[config.mk]
export PLATFORM = sky130hd
export DESIGN_NAME = mem_stage_data_ram
export DESIGN_NICKNAME = d
export VERILOG_FILES = /design/src/rtl/mem_stage_data_ram_pkg.sv /design/src/rtl/mem_stage_data_ram_byte_ram.sv /design/src/rtl/mem_stage_data_ram.sv
export SDC_FILE = /design/constraint.sdc
export NUM_CORES = 2
export LEC_CHECK = 0
export ABC_AREA = 0
export ABC_CLOCK_PERIOD_IN_PS = 11000
export BUFFER_PORTS_ARGS = -buffer_cell sky130_fd_sc_hd__buf_2
export CAP_MARGIN = 20
export CORE_UTILIZATION = 55
export DETAILED_ROUTE_END_ITERATION = 10
export PLACE_DENSITY = 0.74
export SYNTH_ARGS = -nofsm -noshare
export SYNTH_HDL_FRONTEND = slang
export SYNTH_SLANG_ARGS = --single-unit
[constraint.sdc]
create_clock -name Clk -period 11 [get_ports Clk]
set_clock_uncertainty 0.1 [all_clocks]
set_input_delay 1.1 -clock Clk [delete_from_list [all_inputs] [get_ports Clk]]
set_output_delay 1.1 -clock Clk [all_outputs]
set_load 0.1 [all_outputs]
[src/rtl/mem_stage_data_ram_pkg.sv]
// Shared definitions for the data-memory stage: FSM encodings, access
// size / direction codes and the default storage depth.
package mem_stage_data_ram_pkg;

    typedef enum logic [1:0] {
        ST_IDLE = 2'd0,
        ST_XFER = 2'd1,
        ST_DONE = 2'd2
    } state_t;

    localparam logic SIZE_WORD = 1'b0;
    localparam logic SIZE_BYTE = 1'b1;
    localparam logic RW_LOAD   = 1'b0;
    localparam logic RW_STORE  = 1'b1;

    localparam int MEM_DEPTH = 256;

endpackage

[src/rtl/mem_stage_data_ram_byte_ram.sv]
// Byte-wide single-port storage: synchronous write, asynchronous read.
// Contents survive reset; the array is named Mem so it can be preloaded.
module byte_ram
    import mem_stage_data_ram_pkg::*;
#(
    parameter int DEPTH = MEM_DEPTH
) (
    input  logic       i_clk,
    input  logic       i_we,
    input  logic [7:0] i_addr,
    input  logic [7:0] i_wdata,
    output logic [7:0] o_rdata
);

    logic [7:0] Mem [0:DEPTH-1];

    // Write the addressed byte on the rising edge when enabled.
    always_ff @(posedge i_clk) begin
        if (i_we) begin
            Mem[i_addr] <= i_wdata;
        end
    end

    assign o_rdata = Mem[i_addr];

endmodule

[src/rtl/mem_stage_data_ram.sv]
// Data-memory stage: sequences a byte or big-endian word access over a
// byte-wide RAM, one byte per cycle, stalling the pipeline until done.
// Optional feature macro: MEM_ALIGN_CHECK_EN (misaligned word accesses
// are rejected with a Fault pulse instead of being performed).
//
// Handshake: a request is taken when E=1 in IDLE; operands are latched
// then, so later changes on A/DI are ignored. Stall = E && state!=DONE,
// so the upstream registers advance on the DONE edge and the next
// request is presented in the following IDLE cycle.
module mem_stage_data_ram
    import mem_stage_data_ram_pkg::*;
#(
    parameter int DEPTH = MEM_DEPTH
) (
    input  logic        Clk,
    input  logic        Clr,
    input  logic        E,
    input  logic        RW,
    input  logic        size,
    input  logic [31:0] A,
    input  logic [31:0] DI,
    output logic [31:0] DO,
    output logic        Stall,
    output logic        Done,
    output logic        Fault,
    output logic [1:0]  o_dbg_state
);

    state_t      r_state;
    state_t      w_next_state;
    logic [1:0]  r_cnt;
    logic [7:0]  r_base;
    logic [31:0] r_data;
    logic        r_size;
    logic        r_rw;
    logic [23:0] r_stage;
    logic [31:0] r_do;

    logic [7:0]  w_addr;
    logic [7:0]  w_rdata;
    logic [7:0]  w_wdata;
    logic        w_we;
    logic        w_last;
    logic        w_unused_addr;

    // Upper address bits select nothing in a 256-byte space.
    assign w_unused_addr = ^A[31:8];

    // Byte address wraps naturally in 8 bits.
    assign w_addr = r_base + {6'd0, r_cnt};
    assign w_last = (r_size == SIZE_BYTE) || (r_cnt == 2'd3);
    // Clr cancels the write of the cycle it lands in.
    assign w_we   = (r_state == ST_XFER) && (r_rw == RW_STORE) && !Clr;

`ifdef MEM_ALIGN_CHECK_EN
    logic w_misalign;
    logic r_fault;

    assign w_misalign = E && (size == SIZE_WORD) && (A[1:0] != 2'b00);

    // Fault is raised only for the DONE cycle of a rejected access.
    always_ff @(posedge Clk) begin
        if (Clr) begin
            r_fault <= 1'b0;
        end else if (r_state == ST_IDLE) begin
            r_fault <= w_misalign;
        end else begin
            r_fault <= 1'b0;
        end
    end

    assign Fault = r_fault;
`else
    assign Fault = 1'b0;
`endif

    // Select the store byte: most significant first for words.
    always_comb begin
        w_wdata = r_data[7:0];
        if (r_size == SIZE_WORD) begin
            case (r_cnt)
                2'd0:    w_wdata = r_data[31:24];
                2'd1:    w_wdata = r_data[23:16];
                2'd2:    w_wdata = r_data[15:8];
                default: w_wdata = r_data[7:0];
            endcase
        end
    end

    // Next-state logic for the IDLE -> XFER -> DONE sequence.
    always_comb begin
        w_next_state = r_state;
        case (r_state)
            ST_IDLE: begin
                if (E) begin
`ifdef MEM_ALIGN_CHECK_EN
                    w_next_state = w_misalign ? ST_DONE : ST_XFER;
`else
                    w_next_state = ST_XFER;
`endif
                end
            end
            ST_XFER: begin
                if (w_last) begin
                    w_next_state = ST_DONE;
                end
            end
            ST_DONE: w_next_state = ST_IDLE;
            default: w_next_state = ST_IDLE;
        endcase
    end

    // State, operand latches, byte counter, load staging and result.
    always_ff @(posedge Clk) begin
        if (Clr) begin
            r_state <= ST_IDLE;
            r_cnt   <= 2'd0;
            r_base  <= 8'd0;
            r_data  <= 32'd0;
            r_size  <= SIZE_WORD;
            r_rw    <= RW_LOAD;
            r_stage <= 24'd0;
            r_do    <= 32'd0;
        end else begin
            r_state <= w_next_state;
            case (r_state)
                ST_IDLE: begin
                    if (E) begin
                        r_base <= A[7:0];
                        r_data <= DI;
                        r_size <= size;
                        r_rw   <= RW;
                        r_cnt  <= 2'd0;
                    end
                end
                ST_XFER: begin
                    r_cnt <= r_cnt + 2'd1;
                    if (r_rw == RW_LOAD) begin
                        r_stage <= {r_stage[15:0], w_rdata};
                        if (w_last) begin
                            r_do <= (r_size == SIZE_BYTE) ? {24'd0, w_rdata}
                                                          : {r_stage, w_rdata};
                        end
                    end
                end
                default: ;
            endcase
        end
    end

    assign DO          = r_do;
    assign Done        = (r_state == ST_DONE);
    assign Stall       = E && (r_state != ST_DONE);
    assign o_dbg_state = r_state;

    byte_ram #(.DEPTH(DEPTH)) u_ram (
        .i_clk   (Clk),
        .i_we    (w_we),
        .i_addr  (w_addr),
        .i_wdata (w_wdata),
        .o_rdata (w_rdata)
    );

endmodule

==> impl_results.rst <==
.. list-table::
   :header-rows: 1

   * - Metric
     - Value
   * - Run status
     - finished clean
   * - Final #Nets
     - 4,464
   * - Number of buffers inserted to repair setup after CTS
     - 0
   * - GRT Residual Overflow
     - 0
   * - Via count of the first global-routing pass
     - 41,500
   * - Number of slew-limit violations in the final report
     - 0
   * - Setup tns final
     - 0 ps
   * - Sort of element at the start of the critical path
     - register
   * - Critical Path Max Stage Delay
     - 1140 ps
   * - Largest buffer count on any clock path
     - 3
   * - Area of the die
     - 154,000 um2
   * - Clock slew seen by the registers of the worst setup and hold paths
     - 60 ps
   * - Cells taking the most area after synthesis
     - sky130_fd_sc_hd__edfxtp_1 (73%), sky130_fd_sc_hd__mux4_2 (13%), sky130_fd_sc_hd__dfxtp_1 (2.4%)
   * - Horizontal die dimension
     - 393 um
   * - Largest net degree at the start of global routing
     - 233
   * - Area growth syn-to-layout
     - 10.4%
   * - Data required time at the worst endpoint
     - 11,550 ps
   * - Max Fclk
     - 161 MHz
   * - Final Hold Violating Endpoints
     - 0
   * - TritonCTS clock tree
     - built
   * - Setup repair after global routing missed its margin
     - no
   * - Mean routed wirelength per cell
     - 28.5 um
   * - Input/output buffers
     - 80
   * - Starting DRT DRC Count
     - 5,080
   * - Count of cell types in the netlist
     - 68
   * - Maximum ir drop on the vdd rail
     - approximately 0.12 mV
   * - Cell type contributing the most total cell area after synthesis
     - sky130_fd_sc_hd__edfxtp_1
   * - Rel. slew slack
     - 15.2%
   * - Final weighted congestion of routability-driven global placement
     - 0.815
   * - Ordered cell list for the critical path
     - ha_4 > fa_4 > buf_12 > buf_4 > mux4_2 > mux2i_1 > o22ai_1 > o21ai_0 > nand4_1 > nor4_2 > a211oi_1
   * - Total number of vias
     - 42,000
   * - Worst min path class
     - reg -> reg
   * - Global-route total usage across every layer
     - 24.6%
   * - H-tree depth
     - 4
   * - Clk Latency, worst-skew pair
     - a little over 800 ps
   * - Avg Inst Size Synth
     - 19.5 um2
   * - Commonest cells in the netlist
     - sky130_fd_sc_hd__edfxtp_1 (2,048), sky130_fd_sc_hd__mux4_2 (482), sky130_fd_sc_hd__nand2_1 (332), sky130_fd_sc_hd__nor2_1 (332), sky130_fd_sc_hd__a21oi_1 (185)
   * - Avg Vias per Cell
     - 6.39
   * - Post-cts resize count
     - 0
   * - Post-cts hold buffer count
     - 0
   * - Total clock sinks
     - about 2,200
   * - Sum of net half-perimeters after detailed placement
     - 103 mm
   * - Total number of placement rows
     - approximately 140
   * - Remaining DRCs
     - 0
   * - Starting Density
     - between 50% and 60%
   * - Synthesized Nets
     - approximately 4,400
   * - Worst Setup End Kind
     - register
   * - Post-placement worst setup slack
     - 4870 ps
   * - Leading register cell type out of synthesis
     - sky130_fd_sc_hd__edfxtp_1
   * - Share of flip-flops with an asynchronous set or reset
     - 0%
   * - Fillers
     - ~10,000
   * - Final min period
     - 6230 ps
   * - Setup slack of the critical path after layout
     - 4770 ps
   * - Portion of synthesized cell area occupied by the leading cell type
     - approximately three quarters
   * - Worst-path maximum fanout
     - 114
   * - YS warnings
     - 0
   * - Power per cell area
     - 188 nW/um2
   * - Cell with the biggest individual delay on the critical path
     - sky130_fd_sc_hd__fa_4
   * - Max-cap violations
     - 0
   * - Core area
     - 152,000 um2
   * - Post-synth EDFFs
     - 2,048
   * - Yosys reg bits
     - 2,150
   * - Final ANT Viol Nets
     - 0
   * - Fraction of layout instances using a drive strength above 1
     - 21.3%
   * - Crit share post-route
     - between 50 and 60%
   * - Top-level I/O count
     - around 110
   * - Most frequent cell after synthesis
     - sky130_fd_sc_hd__edfxtp_1
   * - Master cell of the clock root buffer
     - sky130_fd_sc_hd__clkbuf_16
   * - DRT Pass-1 Iters
     - 6
   * - Count of final setup violators
     - 0
   * - Wire length of the first global-routing pass
     - 276 mm
   * - Number of clock buffers inserted by TritonCTS
     - 197
   * - Die height
     - 393 um
   * - Total standard cell area after synthesis
     - approximately 84,000 um2
   * - Signal arrival time at the worst endpoint
     - 6780 ps
   * - WL final
     - 188 mm
   * - Pleak
     - 28.8 nW
   * - Antenna violations before repair
     - 3
   * - Tightest Pin Transition
     - 1270 ps
   * - Share of the yosys chip area belonging to registers
     - 75.7%
   * - CP Class
     - reg -> reg
   * - Synthesized netlist cell count
     - 4,312
-- through the flow --
step | util (%) | std cells | instance area, um2 | hold WS [ps] | total power, mW
final | 61.1 | 6579 | 92700 | 345 | 17.4
after detailed placement | 56.9 | 6214 | 86300 | 342 | 10.9
after floorplan | - | 4312 | 84000 | 336 | 10.6
after global placement | 56.9 | 6213 | 86300 | 337 | 10.9
after CTS | 61.0 | 6572 | 92600 | 349 | 17.5
after global routing | 61.1 | 6577 | 92700 | 369 | 17.9
-- critical path: cells and delay by family, from the launching register on --
| family | cells | cell delay, ps |
|---|---|---|
| mux | 2 | 670 |
| simple gates | 2 | 1100 |
| compound gates | 3 | 960 |
| flops | 1 | 390 |
| buf+inv | 2 | 1220 |
| fa+ha+maj | 2 | 1350 |
-- registers in the layout, summed over array words and instances (netlist names) --
register / cells
r_stage: 24
o_dbg_state: 2
DO: 32
r_data: 32
u_ram.Mem: 2048
r_rw: 1
r_base: 8
r_cnt: 2
r_size: 1
-- final timing paths --
kind                              start                      end  slack (ps)  cells past startpoint
setup / recovery  r_cnt[0]$_SDFFE_PP0P_  r_stage[5]$_SDFFE_PP0P_        4770                     11
setup reg to reg  r_cnt[0]$_SDFFE_PP0P_  r_stage[5]$_SDFFE_PP0P_        4770                     11
hold reg to reg     DO[31]$_SDFFE_PP0P_      DO[31]$_SDFFE_PP0P_         350                      2
hold / removal      DO[31]$_SDFFE_PP0P_      DO[31]$_SDFFE_PP0P_         350                      2
-- cells in the final DEF, fill, tap and decap left out, drive strengths merged, types with 4 or more instances in the layout --
cell type and count:
a211oi 33, a21o 4, a21oi 186, a221oi 21
a222oi 8, a311oi 18, and3 15, buf 153
bufinv 18, clkbuf 237, clkinv 94, dfxtp 102
edfxtp 2048, ha 6, inv 11, mux2 16
mux2i 167, mux4 489, nand2 334, nand3 17
nand3b 25, nand4 13, nor2 332, nor2b 17
nor3 5, nor4 9, o21ai 36, o22ai 79
or3 8, xnor2 4
-- per-layer routing --
layer | vias to the layer above | track usage, % | wire length, um
li1 | 17600 | - | -
met1 | 21900 | 35.2 | 75000
met2 | 2175 | 38.6 | 90200
met3 | 311 | 5.23 | 17400
met4 | 2 | 7.08 | 5210
met5 | - | 0 | 13
-- cell type report --
class                           count  area (um2)  share of cell area (%)
Inverter                            5        18.8                  0.0202
Tap cell                         2030        2540                    2.74
Antenna cell                        2        5.00                 0.00540
Clock buffer                      237        5170                    5.58
Clock inverter                    121        1060                    1.15
Timing Repair Buffer              153        1190                    1.28
Multi-Input combinational cell   1881       19200                    20.7
Sequential cell                  2150       63500                    68.6
-- power by group --
group | leakage [nW] | switching, mW | internal, mW
sequential | 19.9 | 0.0184 | 9.18
combinational | 5.78 | 0.996 | 0.563
clock | 3.07 | 2.90 | 3.76
-- kinds of logic (layout without fill, tap and decap cells) --
| logic type | Yosys count | count (layout) | synth area share (%) |
|---|---|---|---|
| muxes | 672 | 672 | 15.4 |
| and+or+nand+nor | 787 | 787 | 3.98 |
| adders and majority gates | 7 | 7 | 0.113 |
| other | 1 | 3 | 0.00447 |
| DFF | 2150 | 2150 | 75.7 |
| xor gates and xnor gates | 7 | 7 | 0.0909 |
| buffers and inverters | 281 | 516 | 1.79 |
| AOI/OAI and AO/OA | 407 | 407 | 3.00 |
No activity file was read; power rests on OpenSTA's default activity.
